`config.mk`:
```
export PLATFORM = sky130hd
export DESIGN_NAME = alu_sequencer
export DESIGN_NICKNAME = d
export VERILOG_FILES = /design/src/rtl/alu_sequencer.sv
export SDC_FILE = /design/constraint.sdc
export NUM_CORES = 1
export LEC_CHECK = 0
export ABC_AREA = 1
export CELL_PAD_IN_SITES_DETAIL_PLACEMENT = 1
export CELL_PAD_IN_SITES_GLOBAL_PLACEMENT = 2
export CORE_MARGIN = 5
export CORE_UTILIZATION = 24
export CTS_CLUSTER_SIZE = 40
export DETAILED_ROUTE_END_ITERATION = 12
export PLACE_DENSITY = 0.75
export SLEW_MARGIN = 25
export SYNTH_ARGS = -nofsm -noshare
export SYNTH_HDL_FRONTEND = slang
export SYNTH_SLANG_ARGS = --single-unit
```
`constraint.sdc`:
```
create_clock -name clk -period 2.1 [get_ports clk]
set_input_delay 0.42 -clock clk [delete_from_list [all_inputs] [get_ports clk]]
set_output_delay 0.42 -clock clk [all_outputs]
set_load 0.01 [all_outputs]
```
`src/rtl/alu_sequencer.sv`:
```
// Packet-driven sequencer: parses UART byte packets, echoes payloads or drives
// an external ALU over a stream of 32-bit operands, and returns the accumulator.
module alu_sequencer (
    input  logic        clk,
    input  logic        rst,
    input  logic [7:0]  rx_data_i,
    input  logic        rx_valid_i,
    output logic        rx_ready_o,
    output logic [7:0]  tx_data_o,
    output logic        tx_valid_o,
    input  logic        tx_ready_i,
    output logic [1:0]  alu_op_o,
    output logic [31:0] alu_a_o,
    output logic [31:0] alu_b_o,
    output logic        alu_start_o,
    input  logic        alu_done_i,
    input  logic [31:0] alu_result_i,
    output logic        error_o
);
    localparam logic [2:0] HDR   = 3'd0;
    localparam logic [2:0] ECHO  = 3'd1;
    localparam logic [2:0] OPND  = 3'd2;
    localparam logic [2:0] EXEC  = 3'd3;
    localparam logic [2:0] WAIT  = 3'd4;
    localparam logic [2:0] SEND  = 3'd5;
    localparam logic [2:0] DRAIN = 3'd6;

    localparam logic [7:0] OP_ECHO = 8'hEC;
    localparam logic [7:0] OP_ADD  = 8'hAD;
    localparam logic [7:0] OP_MUL  = 8'hAC;
    localparam logic [7:0] OP_DIV  = 8'hD1;

    logic [2:0]  state;
    logic [1:0]  hcnt;
    logic [15:0] rem;
    logic [1:0]  bidx;
    logic [7:0]  opcode;
    logic [7:0]  len_lo;
    logic        first_div;
    logic [31:0] acc;
    logic [31:0] opnd;

    logic        rx_fire;
    logic        tx_fire;
    logic [15:0] length;
    logic [1:0]  code;
    logic [31:0] word;

    always_comb begin
        rx_ready_o = 1'b0;
        if (!rst) begin
            case (state)
                HDR, OPND, DRAIN: rx_ready_o = 1'b1;
                ECHO:             rx_ready_o = !tx_valid_o;
                default:          rx_ready_o = 1'b0;
            endcase
        end
    end

    always_comb begin
        rx_fire = rx_valid_i & rx_ready_o;
        tx_fire = tx_valid_o & tx_ready_i;
        length  = {rx_data_i, len_lo};
        // first operand byte lands in bits 7:0 after four shifts
        word    = {rx_data_i, opnd[31:8]};
        case (opcode)
            OP_ADD:  code = 2'b01;
            OP_MUL:  code = 2'b10;
            OP_DIV:  code = 2'b11;
            default: code = 2'b00;
        endcase
    end

    always_ff @(posedge clk) begin
        if (rst) begin
            state       <= HDR;
            hcnt        <= '0;
            rem         <= '0;
            bidx        <= '0;
            opcode      <= '0;
            len_lo      <= '0;
            first_div   <= 1'b0;
            acc         <= '0;
            opnd        <= '0;
            tx_data_o   <= '0;
            tx_valid_o  <= 1'b0;
            alu_op_o    <= '0;
            alu_a_o     <= '0;
            alu_b_o     <= '0;
            alu_start_o <= 1'b0;
            error_o     <= 1'b0;
        end else begin
            alu_start_o <= 1'b0;
            error_o     <= 1'b0;
            case (state)
                HDR: if (rx_fire) begin
                    hcnt <= hcnt + 2'd1;
                    case (hcnt)
                        2'd0: opcode <= rx_data_i;
                        2'd2: len_lo <= rx_data_i;
                        2'd3: begin
                            rem       <= length - 16'd4;
                            bidx      <= '0;
                            first_div <= (code == 2'b11);
                            acc       <= (code == 2'b10) ? 32'd1 : 32'd0;
                            if (length < 16'd4) begin
                                error_o <= 1'b1;
                            end else if ((code == 2'b00 && opcode != OP_ECHO) ||
                                         (code != 2'b00 && length[1:0] != 2'b00)) begin
                                error_o <= 1'b1;
                                if (length != 16'd4) state <= DRAIN;
                            end else if (code == 2'b00) begin
                                if (length != 16'd4) state <= ECHO;
                            end else begin
                                state <= (length == 16'd4) ? SEND : OPND;
                            end
                        end
                        default: ;
                    endcase
                end
                ECHO: begin
                    if (rx_fire) begin
                        tx_data_o  <= rx_data_i;
                        tx_valid_o <= 1'b1;
                        rem        <= rem - 16'd1;
                    end else if (tx_fire) begin
                        tx_valid_o <= 1'b0;
                        if (rem == 16'd0) state <= HDR;
                    end
                end
                OPND: if (rx_fire) begin
                    opnd <= word;
                    rem  <= rem - 16'd1;
                    bidx <= bidx + 2'd1;
                    if (bidx == 2'd3) begin
                        if (first_div) begin
                            acc       <= word;
                            first_div <= 1'b0;
                            if (rem == 16'd1) state <= SEND;
                        end else begin
                            alu_start_o <= 1'b1;
                            alu_a_o     <= acc;
                            alu_b_o     <= word;
                            alu_op_o    <= code;
                            state       <= EXEC;
                        end
                    end
                end
                EXEC: state <= WAIT;
                WAIT: if (alu_done_i) begin
                    acc      <= alu_result_i;
                    alu_op_o <= 2'b00;
                    state    <= (rem == 16'd0) ? SEND : OPND;
                end
                SEND: begin
                    if (!tx_valid_o) begin
                        tx_valid_o <= 1'b1;
                        tx_data_o  <= acc[{bidx, 3'b000} +: 8];
                    end else if (tx_fire) begin
                        tx_valid_o <= 1'b0;
                        bidx       <= bidx + 2'd1;
                        if (bidx == 2'd3) state <= HDR;
                    end
                end
                DRAIN: if (rx_fire) begin
                    rem <= rem - 16'd1;
                    if (rem == 16'd1) state <= HDR;
                end
                default: state <= HDR;
            endcase
        end
    end
endmodule

```
# Word-level counts from Yosys, hierarchy flattened

Cells that the tools add are included.

Register bits after elaboration: 181
Bits of input ports: 45
Output and inout bits: 78
Word-level logic and storage cells: 169

$add $sub $neg: 4
Order comparisons: 1
Equal/unequal tests: 41
Shift operators: 1
Muxes and demuxes: 65
Bitwise logic cells: 8
Reduce and logical (&&, ||, !) cells: 33

Operators by type and width:

| cell                    | count |
|---|---|
| $mux W32                | 6 |
| $pmux W32 S3            | 1 |
| $mux W3                 | 22 |
| $mux W16                | 3 |
| $ne A2 B2 Y1 const B    | 17 |
| $pmux W16 S2            | 1 |
| $shiftx A32 B6 Y8       | 1 |
| $eq A8 B8 Y1 const B    | 3 |
| $pmux W3 S7             | 1 |
| $mux W2                 | 9 |
| $reduce_and A17 Y1      | 1 |
| $eq A16 B1 Y1 const B   | 1 |
| $eq A16 B3 Y1 const B   | 1 |
| $logic_not A16 Y1       | 1 |
| $lt A16 B3 Y1 const B   | 1 |
| $mux W8                 | 2 |
| $ne A16 B3 Y1 const B   | 1 |
| $pmux W8 S2             | 1 |
| $sub A16 B1 Y16 const B | 1 |
| $sub A16 B3 Y16 const B | 1 |
| $mux W1                 | 13 |
| $ne A3 B3 Y1 const B    | 4 |
| $pmux W2 S3             | 2 |
| $reduce_bool A2 Y1      | 6 |
| 25 further kinds        | 53 |

# Logic depth before layout (Yosys ltp)

Gate-level depths: netlist of run 1.

Depth in word-level cells: 10
Gate-level depth with buffers: 12
Mapped depth without buffers: 12

# Worst setup path before layout of run 1

No wires, ideal clock.

Path type: input to register
Start: in rst
End: reg acc[0]
Library setup time: 115 ps
Data arrival time: 1675 ps
Required time: 1985 ps
Path slack: 311 ps
Cell stages on the path: 9
Buffers on the path: 2
Path through: clkbuf_1 > inv_1 > nand2_2 > nor2_4 > nand2_4 > o21ai_4 > nand4_4 > buf_6 > o21a_1

Longest elaborated chain between the ends: 4
Elaborated cells between the ends (all ways): 5
Classes of those cells: eq/ne (2); mux (1); bitwise (1); reduce/logical (1)

Ends and longest elaborated chain:

| what                          | line | source |
|---|---|---|
| from (decl)                   | 5    | `input logic rst,` |
| $mux W1 *                     | 51   | `if (!rst) begin` |
| via rx_ready_o                | 8    | `output logic rx_ready_o,` |
| $and A1 B1 Y1 *               | 61   | `rx_fire = rx_valid_i & rx_ready_o;` |
| $ne A2 B2 Y1 (no line)        | -    |  |
| $reduce_and A7 Y1 (no line) * | -    |  |
| to (signal assigned)          | 105  | `acc <= (code == 2'b10) ? 32'd1 : 32'd0;` |
| to (signal assigned)          | 137  | `acc <= word;` |
| to (signal assigned)          | 151  | `acc <= alu_result_i;` |
| to (decl)                     | 40   | `logic [31:0] acc;` |

The timed path passes the listed nets; every way through them passes the cells marked *.
A chain may end at the register's enable or synchronous reset.

# Worst setup path in the final report of run 1

Start: reg state[1]
End: out rx_ready_o

Longest elaborated chain between the ends: 4
Elaborated cells between the ends (all ways): 7
Classes of those cells: eq/ne (3); mux (2); reduce/logical (2)

Ends and longest elaborated chain:

| what                                 | line | source |
|---|---|---|
| from (decl)                          | 33   | `logic [2:0] state;` |
| from (signal assigned)               | 115  | `state <= (length == 16'd4) ? SEND : OPND;` |
| from (signal assigned)               | 153  | `state <= (rem == 16'd0) ? SEND : OPND;` |
| $eq A3 B3 Y1 (tied with other cells) | 52   | `case (state)` |
| $reduce_or A3 Y1                     | 52   |  |
| $pmux W1 S2 *                        | 52   |  |
| $mux W1 *                            | 51   |  |
| to (decl)                            | 8    |  |

Mark *: on every way between the ends. The rest lies on a longest branch, timed or not.

==> results of run 1 <==
-- placed cells by master (no fill, tap or decap), types with 3 or more instances in the layout --
master / n
sky130_fd_sc_hd__nand2_2: 5
sky130_fd_sc_hd__clkinv_2: 3
sky130_fd_sc_hd__xor2_1: 8
sky130_fd_sc_hd__inv_2: 6
sky130_fd_sc_hd__inv_6: 3
sky130_fd_sc_hd__nand2_1: 157
sky130_fd_sc_hd__o21ai_0: 171
sky130_fd_sc_hd__clkbuf_16: 17
sky130_fd_sc_hd__inv_8: 6
sky130_fd_sc_hd__ha_1: 9
sky130_fd_sc_hd__nand4_1: 5
sky130_fd_sc_hd__nor2_1: 58
sky130_fd_sc_hd__inv_1: 115
sky130_fd_sc_hd__nor2_4: 3
sky130_fd_sc_hd__dfxtp_1: 171
sky130_fd_sc_hd__a31oi_1: 12
sky130_fd_sc_hd__nor2_2: 3
sky130_fd_sc_hd__a21oi_1: 188
sky130_fd_sc_hd__buf_4: 70
sky130_fd_sc_hd__o21ai_1: 48
sky130_fd_sc_hd__clkdlybuf4s50_1: 121
sky130_fd_sc_hd__buf_12: 10
sky130_fd_sc_hd__nand3_1: 30
-- critical path, delay by kind of cell, from the launching register on --
family | cells | cell delay (ns)
buffers and inverters | 3 | 0.40
flip-flops | 1 | 0.39
AND/OR/NAND/NOR | 3 | 0.34
-- routing by layer --
metal	GRT usage (%)	part of all wire [%]	vias to the layer above	routed length (um)
met5	0	0	-	0
met4	5.249	2.2	0	652
met3	2.618	3.5	28	1027
met2	24.52	44	132	12920
met1	22.66	50	3746	14780
li1	-	-	3916	-
-- worst max-delay path by stage --
stage / startpoint / endpoint / slack [ns] / depth (start not counted)
5_1_grt: state[1]$_SDFFE_PP0P_ / alu_a_o[19]$_SDFFE_PP0P_ / -0.003 / 12
6_report: state[1]$_SDFFE_PP0P_ / rx_ready_o / 0.09 / 6
2_1_floorplan: rst / acc[0]$_SDFFE_PP0P_ / 0.31 / 9
3_5_place_dp: rst / opcode[6]$_SDFFE_PP0P_ / -0.21 / 11
4_1_cts: state[1]$_SDFFE_PP0P_ / rx_ready_o / 0.009 / 6
3_3_place_gp: rst / opcode[6]$_SDFFE_PP0P_ / -0.23 / 11
-- per-stage QoR --
stage	worst slack [ns]	cells	TNS [ns]	hold WS, ns	util, %
floorplan	0.3108	1080	0	0.4409	-
global placement	-0.2347	1655	-10.71	0.4490	30.75
detailed placement	-0.2090	1655	-14.26	0.4517	30.75
CTS	0.009215	1689	0	0.4716	32.59
global route	-0.003305	1693	-0.006137	0.4970	32.69
finish	0.09461	1693	0	0.4602	32.69
-- what timing repair did --
action,4_1_cts,5_1_grt
resized for setup,4,5
endpoints found under the setup margin,4,38
hold buffers,0,0
gates cloned,0,0
pin swaps,1,2
buffers inserted,2,2
-- where the power goes --
part           total [mW]  internal, mW  leakage (nW)  switching, mW
Sequential           3.41          3.37          1.40         0.0475
Clock                3.15          1.59         0.279           1.56
Combinational       0.911         0.359          2.43          0.551
-- cell type report --
class                   instances  area [um^2]  share of cell area (%)
inverters                     125        474.2                   4.481
diodes                          2        5.005                 0.04730
flip-flops and latches        173         3468                   32.78
repair buffers                203         1958                   18.51
clock inverters                14        146.4                   1.383
multi-input cells             716         3547                   33.52
well taps                     442        553.0                   5.226
clock buffers                  18        429.2                   4.056
-- logic make-up after synthesis --
group	share of synthesized area [%]
DFF	44.21
buffers and inverters	10.64
xor gates and xnor gates	1.006
AOI/OAI and AO/OA	28.19
adders and majority gates	1.437
and+or+nand+nor	14.52
-- registers in the layout (all words and copies together) (netlist names) --
name / flops
first_div: 1
len_lo: 8
state: 3
opnd: 24
opcode: 8
tx_data_o: 8
acc: 32
hcnt: 2
alu_b_o: 32
alu_a_o: 32
error_o: 1
alu_op_o: 2
rem: 16
alu_start_o: 1
bidx: 2
tx_valid_o: 1
==> results.txt, run 1 <==
The worst pin sits at a relative slew slack of 58.55%. The transition at the pin with the smallest max-transition slack is 0.6217 ns. The signal on the critical path passes through inv_2, nand2_2, nand2_2, nor2_4, buf_12, clkdlybuf4s15_1. With fillers left out, the area of the finished cells amounts to 0.01058 mm^2. STA classifies the critical path endpoint as an output pin.

Yosys instantiated no cell more often than sky130_fd_sc_hd__a21oi_1. The count of final hold-check violations came out at 0. The length in cells of the worst reg-to-reg path is 12. In the routed design, unresolved DRC markers number 0.

The first-pass GRT wire length is 44,730 um. STA puts the critical path data arrival time at 1.59 ns. The ratio of cells with drive above 1 in the final layout is 11.45%. By count the netlist is led by sky130_fd_sc_hd__a21oi_1 (188), sky130_fd_sc_hd__dfxtp_1 (173), sky130_fd_sc_hd__o21ai_0 (171), sky130_fd_sc_hd__nand2_1 (159), sky130_fd_sc_hd__inv_1 (116). The number of enable flip-flop cells after synthesis is 0. The depth of the worst hold-timing path is 2.

The via density per instance came out at 4.620. The cell at the root of the clock tree is sky130_fd_sc_hd__clkbuf_16. The synthesized instance count is 1,080.

The startpoint identified for the worst register-to-register timing path is state[1]$_SDFFE_PP0P_. The total routed wirelength came out at 29,380 um. The core footprint is 0.03237 mm^2. The synthesized design devotes to its leading area cell type 44.21% of total area. The number of global-route vias before repair is 7,868.

The total number of yosys warnings came out at 0. The worst setup path is of the reg -> out kind. The number of nets with antenna violations after detailed routing is 0.

The half-perimeter wire length after detailed placement is 22,210 um. The startpoint identified for the worst hold timing path is alu_op_o[0]$_SDFFE_PP0P_. The area after detailed placement came out at 0.009955 mm^2. The power after layout came out at 7.478 mW. The path class of the tightest hold or removal check is reg -> reg. The routed length per placed instance is 17.35 um. The leakage power is 4.112 nW. The site row count is 66. The upper clock frequency limit is 498.7 MHz. The slowest library cell on the worst path is sky130_fd_sc_hd__dfxtp_4. The CTS clock-pin slew for the worst setup and hold paths came out at 0.08 ns. The largest net degree at the start of global routing came out at 93. For this design the ratio of total power to cell area is 706.7 mW/mm^2. The largest clock skew in the final design came out at 0.01541 ns. The largest total area in the synthesized netlist belongs to sky130_fd_sc_hd__dfxtp_1. The final net count came out at 1,290. The internal reg-to-reg setup slack came out at 0.11 ns.

Setup repair after global routing could not meet its margin everywhere. The combined area of all synthesized cells came out at 0.007834 mm^2. The mean area per synthesized cell came out at 7.253 um^2.

For this configuration, the core starts out at a cell density of 24.20%. The initial antenna violation count came out at 2. The number of distinct library cell variants in the gate-level netlist after synthesis is 39. Across the VDD grid, the largest voltage drop is 0.0005586 V. The post-route clock period utilization came out at 95.49%. The flow ran to the end, and the final reports show no timing, DRC or antenna violations. The final route contains 7,822 vias. The worst hold path terminates at alu_op_o[0]$_SDFFE_PP0P_.

The die covers 0.03635 mm^2. The die is 190.7 um wide. After filler insertion, the fill cell instance count of the layout stands at 3,998. The number of pins with negative max-slew slack in the final report is 0. Global routing used 15.92% of the available tracks across all layers. The growth of design area from synthesis to finish came out at 35.07%. The highest fanout seen on the critical path is 5. The sequential fraction of the synthesis area came out at 44.21%. Max-cap violations in this run came to 0.

STA classifies the critical path startpoint as a flop. By area the synthesized netlist is led by sky130_fd_sc_hd__dfxtp_1 (44%), sky130_fd_sc_hd__a21oi_1 (12%), sky130_fd_sc_hd__o21ai_0 (11%), sky130_fd_sc_hd__nand2_1 (7.6%), sky130_fd_sc_hd__inv_1 (5.6%). The later-pin clock latency in the skew report came out at 0.44 ns.

The post-synth net total is 1,134. The die span in y came out at 190.7 um. The TritonCTS buffer count is 17.

The number of buffers on the longest clock path came out at 2. The synthesis-stage register bit count came out at 173. The top flip-flop cell by instance count after synthesis is sky130_fd_sc_hd__dfxtp_1.

The length of the first detailed-routing pass in iterations came out at 5. The share of synthesized flip-flops with an asynchronous set or reset came out at 0%. The detailed router finished its first iteration with 445 violations. During placement, the flow inserted port buffers numbering 122. The cell that appears most often on the critical path is sky130_fd_sc_hd__nand2_2. The CTS tree is built. The worst register-to-register path ends at acc[23]$_SDFFE_PP0P_. The total congestion overflow came out at 0. During I/O placement, the number of pins put on the boundary was 123. In this design, the stage delay of the slowest critical-path cell is 0.39 ns.

STA puts the critical path data required time at 1.68 ns. The number of endpoints failing setup at the final stage is 0. Routability-driven placement finished with a final weighted congestion of 0.8934. The number of sinks handled by clock tree synthesis is 173. The count of H-tree levels built during CTS came out at 4.

The final critical-path required period came out at 2.005 ns.
Note: power is estimated with default switching activity, not from simulation.
==> run 2: changes to the inputs <==
- CORE_ASPECT_RATIO: not set -> 1.2
- RECOVER_POWER: not set -> 25
==> run 2 against run 1 <==
  * Design area is 0.11% higher
  * Clock skew rose by 0.0045 ns
  * Sequential share of layout area shrank 0.059 points
  * First-iteration DRC count rose by 3.6%
  * Die area barely moved
  * Final cell count decreased by 1.5%
  * Register-to-register slack gained 0.04 ns
  * Worst setup slack gained 0.011 ns
  * Utilization up 0.16 points
  * Flip-flop and latch count unchanged
  * Critical path type unchanged
==> results.txt, run 2 (synthesis results as in run 1) <==
The number of pins with negative max-slew slack in the final report came out at 0 (unchanged). Largest registers ranked by flip-flop count: acc x32, alu_a_o x32, alu_b_o x32 (unchanged). Status: complete, no violations (unchanged). The kind of start point of the critical path is a flop (unchanged). The post-detailed-route DRC marker count came out at 0 (unchanged). The internal reg-to-reg setup slack came out at 0.15 ns (was 0.11 ns). The final weighted congestion in routability-driven placement is 0.8512 (was 0.8934). The overall die width came to 174.9 um (was 190.7 um). The die footprint was 0.03637 mm^2 (was 0.03635 mm^2). The number of maximum-capacitance constraint violations came out at 0 (unchanged). The CTS clock-pin slew for the worst setup and hold paths is 0.08 ns (about the same). The via density per instance is 4.674 (was 4.620).

The classification of the worst-slack hold path was reg -> reg (unchanged). The worst-case headroom to the max-slew limit came out at 62.58% (was 58.55%). The aggregate global-route resource usage came out at 16.55% (was 15.92%). The length of routed met3 wiring came to 930 um (was 1027 um). The post-cts hold buffer count is 0 (unchanged). The number of DRC markers after the initial detailed-route iteration is 461 (was 445). The routed length per placed instance came out at 18.20 um (was 17.35 um).

The detailed route wirelength on metal2 is 14,680 um (was 12,920 um). The largest clock skew in the final design is 0.01992 ns (was 0.01541 ns). The half-perimeter wire length after detailed placement came out at 22,940 um (was 22,210 um). The number of buffers on the longest clock path is 2 (unchanged).

Unrepaired setup endpoints after global routing: false (was true). The upper clock frequency limit came to 501.3 MHz (was 498.7 MHz). The site row count was 72 (was 66). The later-pin clock latency in the skew report came out at 0.45 ns (was 0.44 ns). The worst setup path category was reg -> out (unchanged). The core footprint is 0.03225 mm^2 (was 0.03237 mm^2).

The CTS tree is built (unchanged). The count of H-tree levels built during CTS is 4 (unchanged). The post-route clock period utilization is 94.99% (was 95.49%). The first-pass GRT wire length is 47,160 um (was 44,730 um). The highest metal layer with signal wires is met5 (was met4). The number of inserted diodes came out at 0 (was 2).

The number of global-route vias before repair came to 8,135 (was 7,868). The largest net degree at the start of global routing is 53 (was 93). The accumulated negative setup slack was 0 ns (unchanged).

The TritonCTS buffer count is 17 (unchanged). The count of final hold-check violations came to 0 (unchanged). The boundary pin count is 123 (unchanged). The endpoint kind of the worst setup timing path is an output pin (unchanged). The total congestion overflow is 0 (unchanged). The growth of design area from synthesis to finish came out at 35.22% (was 35.07%).

The number of endpoints failing setup at the final stage came out at 0 (unchanged). The number of sinks handled by clock tree synthesis is 173 (unchanged). The met1 wire length came to 14,280 um (was 14,780 um).

The endpoint required time on the critical path was 1.68 ns (about the same). The die span in y came to 207.9 um (was 190.7 um). The ratio of cells with drive above 1 in the final layout was 12.13% (was 11.45%). The endpoint of the most critical register-to-register path is acc[2]$_SDFFE_PP0P_ (was acc[23]$_SDFFE_PP0P_).

The data arrival time of the critical path is 1.57 ns (was 1.59 ns). The peak supply drop came out at 0.0004505 V (was 0.0005586 V). The launching point of the worst reg2reg path is state[0]$_SDFFE_PP0P_ (was state[1]$_SDFFE_PP0P_). Leading cell types in the layout, fill and taps excluded: sky130_fd_sc_hd__a21oi_1 (188), sky130_fd_sc_hd__dfxtp_1 (171), sky130_fd_sc_hd__o21ai_0 (170) (was sky130_fd_sc_hd__a21oi_1 (188), sky130_fd_sc_hd__o21ai_0 (171), sky130_fd_sc_hd__dfxtp_1 (171)). The vias after detailed routing came out at 7,797 (was 7,822). The length in cells of the worst reg-to-reg path came to 9 (was 12).

The endpoint with the worst hold slack is alu_op_o[0]$_SDFFE_PP0P_ (unchanged). The depth of the worst hold-timing path came out at 2 (unchanged). The worst setup timing slack at the placement stage is -0.2414 ns (was -0.2090 ns). The number of nets with antenna violations after detailed routing came out at 0 (unchanged).

The initial antenna violation count was 1 (was 2). The effective utilization at floorplan came to 24.29% (was 24.20%). The total power density per cell area is 722.4 mW/mm^2 (was 706.7 mW/mm^2).

The least setup slack across all paths after layout is 0.1052 ns (was 0.09461 ns). The final critical-path required period came out at 1.995 ns (was 2.005 ns). The length of the first detailed-routing pass in iterations came to 5 (unchanged). The highest fanout seen on the critical path came out at 4 (was 5). The cell at the root of the clock tree is sky130_fd_sc_hd__clkbuf_16 (unchanged). The transition at the pin with the smallest max-transition slack is 0.5612 ns (was 0.6217 ns). The launch instance of the worst min-delay path is alu_op_o[0]$_SDFFE_PP0P_ (unchanged). The count of fill cells added during filler insertion is 3,971 (was 3,998). The final net count came out at 1,302 (was 1,290).

The leakage power is 4.321 nW (was 4.112 nW). The leading cell type in the layout, fill and taps excluded was sky130_fd_sc_hd__a21oi_1 (unchanged). The quantity of I/O buffers inserted on ports came to 122 (unchanged). The total routed wirelength came to 30,360 um (was 29,380 um).
run 2: changes by cell type in the layout (fill, tap and decap cells not counted), sizes merged:
| cell | before | now |
|---|---|---|
| dlygate4sd2 | 0 | 1 |
| diode | 2 | 0 |
| clkinv | 6 | 7 |
| dlygate4sd3 | 0 | 42 |
| buf | 81 | 92 |
| clkinvlp | 2 | 1 |
| clkdlybuf4s15 | 1 | 0 |
| clkdlybuf4s50 | 121 | 79 |
| bufinv | 0 | 1 |
run 2: timing repair:
action | in CTS | in global routing
resized for setup | 2 | 2
buffers inserted | 0 | 0
setup endpoints to repair | 1 | 13
pin swaps | 1 | 0
run 2: critical path, cell delays in order (launching register included):
cell	delay (ns)
sky130_fd_sc_hd__dfxtp_1	0.40
sky130_fd_sc_hd__nand2_2	0.17
sky130_fd_sc_hd__nand2_2	0.08
sky130_fd_sc_hd__nor2_4	0.20
sky130_fd_sc_hd__dlygate4sd2_1	0.30
run 2: worst max path at each step:
stage	from	to	slack (ns)
2_1_floorplan	rst	acc[0]$_SDFFE_PP0P_	0.31
3_3_place_gp	rst	acc[2]$_SDFFE_PP0P_	-0.21
3_5_place_dp	rst	acc[2]$_SDFFE_PP0P_	-0.24
4_1_cts	state[0]$_SDFFE_PP0P_	acc[2]$_SDFFE_PP0P_	0.01
5_1_grt	rem[2]$_SDFFE_PP0P_	state[1]$_SDFFE_PP0P_	0.04
6_report	state[2]$_SDFFE_PP0P_	rx_ready_o	0.11
run 2: area by class of cell:
cell class | count | area [um^2] | share of cell area (%)
clock buffers | 17 | 425.4 | 4.016
repair buffers | 215 | 2006 | 18.93
well taps | 407 | 509.2 | 4.807
flip-flops and latches | 173 | 3466 | 32.72
inverters | 125 | 474.2 | 4.477
clock inverters | 15 | 167.7 | 1.583
multi-input cells | 716 | 3545 | 33.46
run 2: metrics by stage:
step                hold WS [ns]  util, %  instances  area [um^2]  power [mW]
global route              0.4838    32.84       1668        10590       7.961
finish                    0.4494    32.84       1668        10590       7.652
detailed placement        0.4446    31.04       1636        10010       4.423
global placement          0.4426    31.04       1636        10010       4.411
floorplan                 0.4409        -       1080         7834       3.965
CTS                       0.4562    32.88       1668        10600       7.733
run 2: report_power, final:
part | internal (mW) | switching, mW | leakage [nW]
Clock | 1.70 | 1.61 | 0.291
Sequential | 3.37 | 0.0487 | 1.40
Combinational | 0.367 | 0.558 | 2.63
Total | 5.44 | 2.21 | 4.32
run 2: metal layers:
layer	vias to the layer above	GRT usage [%]
li1	3927	-
met1	3703	21.57
met2	136	28.45
met3	29	3.086
met4	2	3.875
met5	-	0
==> run 3: changes to the inputs <==
- CORE_UTILIZATION: 24 -> 30
- PLACE_DENSITY: 0.75 -> 0.89
==> run 3 against run 2 <==
  * Power rose by 0.63%
  * Clock power rose by 4%
  * Sequential share of layout area rose by 0.74 points
  * Sequential power barely moved
  * Maximum frequency fell by 1.3%
  * Worst setup slack got worse by 0.027 ns
  * Combinational power fell by 7.1%
  * Clock-buffer cell count did not move
  * Register-to-register slack improved by 0.02 ns
  * Largest cell class unchanged
==> results.txt, run 3 (synthesis results as in run 1) <==
The initial antenna violation count came out at 1 (unchanged). The upper clock frequency limit was 494.6 MHz (was 501.3 MHz). The ratio of cells with drive above 1 in the final layout is 10.43% (was 12.13%). The effective utilization at floorplan is 30.57% (was 24.29%).

The CTS clock-pin slew for the worst setup and hold paths came out at 0.08 ns (about the same). The count of fill cells added during filler insertion came out at 3,175 (was 3,971). The peak supply drop came to 0.0004739 V (was 0.0004505 V). The aggregate global-route resource usage is 19.33% (was 16.55%). The via density per instance came out at 4.931 (was 4.674). The post-CTS repair timing setup buffer count is 0 (unchanged).

The endpoint with the worst hold slack was alu_op_o[1]$_SDFFE_PP0P_ (was alu_op_o[0]$_SDFFE_PP0P_). The number of endpoints failing setup at the final stage is 0 (unchanged). The area after detailed placement was 0.009704 mm^2 (was 0.01001 mm^2). The leading cell type in the layout, fill and taps excluded is sky130_fd_sc_hd__a21oi_1 (unchanged). The largest net degree at the start of global routing came out at 105 (was 53). The site row count is 64 (was 72). The post-detailed-route DRC marker count is 0 (unchanged).

The internal reg-to-reg setup slack came to 0.17 ns (was 0.15 ns). The slowest library cell on the worst path was sky130_fd_sc_hd__dfxtp_2 (was sky130_fd_sc_hd__dfxtp_1). The die span in y is 187.0 um (was 207.9 um). The non-filler instance count after layout came out at 1,567 (was 1,668). The later-pin clock latency in the skew report came out at 0.44 ns (was 0.45 ns). The number of buffers on the longest clock path is 2 (unchanged). The number of inserted diodes came to 0 (unchanged). The routed length per placed instance is 18.22 um (was 18.20 um). The depth of the worst hold-timing path came out at 2 (unchanged). The post-cts hold buffer count is 0 (unchanged). The largest clock skew in the final design came out at 0.01682 ns (was 0.01992 ns). The total power density per cell area came to 743.2 mW/mm^2 (was 722.4 mW/mm^2). The number of maximum-capacitance constraint violations came to 0 (unchanged). Series of cell instances along the critical path: inv_2, nand2_2, nand2_1, nor2_4, dlygate4sd2_1 (was nand2_2, nand2_2, nor2_4, dlygate4sd2_1). The power after layout came out at 7.700 mW (was 7.652 mW). The count of final hold-check violations came out at 0 (unchanged). Leading cell types in the layout, fill and taps excluded: sky130_fd_sc_hd__a21oi_1 (188), sky130_fd_sc_hd__o21ai_0 (171), sky130_fd_sc_hd__dfxtp_1 (170) (was sky130_fd_sc_hd__a21oi_1 (188), sky130_fd_sc_hd__dfxtp_1 (171), sky130_fd_sc_hd__o21ai_0 (170)). The quantity of I/O buffers inserted on ports is 122 (unchanged). The final net count was 1,278 (was 1,302). The core footprint came out at 0.02562 mm^2 (was 0.03225 mm^2). The cell at the root of the clock tree was sky130_fd_sc_hd__clkbuf_16 (unchanged). The number of pins with negative max-slew slack in the final report is 0 (unchanged). The launching point of the worst reg2reg path is state[1]$_SDFFE_PP0P_ (was state[0]$_SDFFE_PP0P_). The worst-case headroom to the max-slew limit was 60.39% (was 62.58%). The final weighted congestion in routability-driven placement was 0.9021 (was 0.8512). The highest fanout seen on the critical path came out at 7 (was 4). The maximum cell stage delay along the critical path came out at 0.43 ns (was 0.40 ns). The CTS tree is built (unchanged). The number of nets with antenna violations after detailed routing came out at 0 (unchanged). The post-layout instance area is 0.01036 mm^2 (was 0.01059 mm^2).

The length in cells of the worst reg-to-reg path came out at 13 (was 9). The overall die width is 157.5 um (was 174.9 um). The vias after detailed routing came out at 7,727 (was 7,797).

The boundary pin count came out at 123 (unchanged). The die footprint was 0.02946 mm^2 (was 0.03637 mm^2). The number of DRC markers after the initial detailed-route iteration came out at 354 (was 461).

The leakage power is 4.251 nW (was 4.321 nW). Status: complete, no violations (unchanged). The first-pass GRT wire length came out at 44,440 um (was 47,160 um). The endpoint kind of the worst setup timing path is an output pin (unchanged). The accumulated negative setup slack is 0 ns (unchanged). The endpoint of the most critical register-to-register path is state[1]$_SDFFE_PP0P_ (was acc[2]$_SDFFE_PP0P_). The number of placed instances, taps included is 1,535 (was 1,636). Unrepaired setup endpoints after global routing: false (unchanged). The worst setup path category is reg -> out (unchanged). The length of the first detailed-routing pass in iterations was 5 (unchanged). The endpoint required time on the critical path is 1.68 ns (about the same). The half-perimeter wire length after detailed placement came out at 21,220 um (was 22,940 um). Largest registers ranked by flip-flop count: acc x32, alu_a_o x32, alu_b_o x32 (unchanged). The data arrival time of the critical path came out at 1.60 ns (was 1.57 ns).

The number of global-route vias before repair came out at 8,070 (was 8,135). The post-route clock period utilization is 96.28% (was 94.99%). The kind of start point of the critical path is a flop (unchanged). The total routed wirelength is 28,560 um (was 30,360 um). The launch instance of the worst min-delay path is alu_op_o[1]$_SDFFE_PP0P_ (was alu_op_o[0]$_SDFFE_PP0P_). The count of H-tree levels built during CTS is 4 (unchanged). The share of the core filled with cells came out at 40.43% (was 32.84%). The number of sinks handled by clock tree synthesis came to 173 (unchanged). The total congestion overflow is 0 (unchanged). The transition at the pin with the smallest max-transition slack is 0.5940 ns (was 0.5612 ns). The TritonCTS buffer count came out at 17 (unchanged).

The classification of the worst-slack hold path is reg -> reg (unchanged). The final critical-path required period is 2.022 ns (was 1.995 ns). The growth of design area from synthesis to finish came out at 32.26% (was 35.22%).
==> run 3: timing repair <==
item / 4_1_cts / 5_1_grt
gates resized for setup: 3 / 2
endpoints found under the setup margin: 1 / 25
pin swaps: 0 / 0
==> run 3: cell type report <==
| type | instances | area (um^2) | area share, % |
|---|---|---|---|
| Tap cell | 330 | 412.9 | 3.985 |
| Timing Repair Buffer | 191 | 1813 | 17.50 |
| Clock inverter | 15 | 232.7 | 2.246 |
| Multi-Input combinational cell | 716 | 3536 | 34.13 |
| Clock buffer | 17 | 425.4 | 4.106 |
| Inverter | 125 | 474.2 | 4.577 |
| Sequential cell | 173 | 3467 | 33.46 |
==> run 3: worst max-delay path: cells and delay by family, from the launching register on <==
kind	cells	cell delay, ns
buffers and inverters	2	0.37
flip-flops	1	0.43
AND/OR/NAND/NOR	3	0.37
==> run 3: power by group <==
part | total [mW] | switching (mW) | internal (mW)
registers | 3.42 | 0.0480 | 3.37
clock network | 3.43 | 1.74 | 1.69
logic | 0.859 | 0.538 | 0.321
total | 7.70 | 2.32 | 5.38
==> run 3: worst max-delay path by stage <==
stage,from,end,cells after the start
2_1_floorplan,rst,acc[0]$_SDFFE_PP0P_,9
3_3_place_gp,rst,state[1]$_SDFFE_PP0P_,13
3_5_place_dp,rst,state[1]$_SDFFE_PP0P_,13
4_1_cts,state[1]$_SDFFE_PP0P_,rx_ready_o,5
5_1_grt,state[1]$_SDFFE_PP0P_,rx_ready_o,5
6_report,state[1]$_SDFFE_PP0P_,rx_ready_o,5
==> run 3: per-stage QoR <==
stage | hold slack (ns) | setup slack (ns)
2_1_floorplan | 0.4409 | 0.3108
6_report | 0.4517 | 0.07818
3_3_place_gp | 0.4401 | -0.1174
4_1_cts | 0.4615 | 0.08826
3_5_place_dp | 0.4500 | -0.1842
5_1_grt | 0.4838 | 0.02026
==> run 3: metal layers <==
| metal | share of wire [%] | track usage (%) |
|---|---|---|
| met4 | 2.6 | 5.462 |
| met5 | 0.046 | 0 |
| met3 | 4.2 | 3.495 |
| met2 | 50 | 33.58 |
| met1 | 43 | 24.35 |
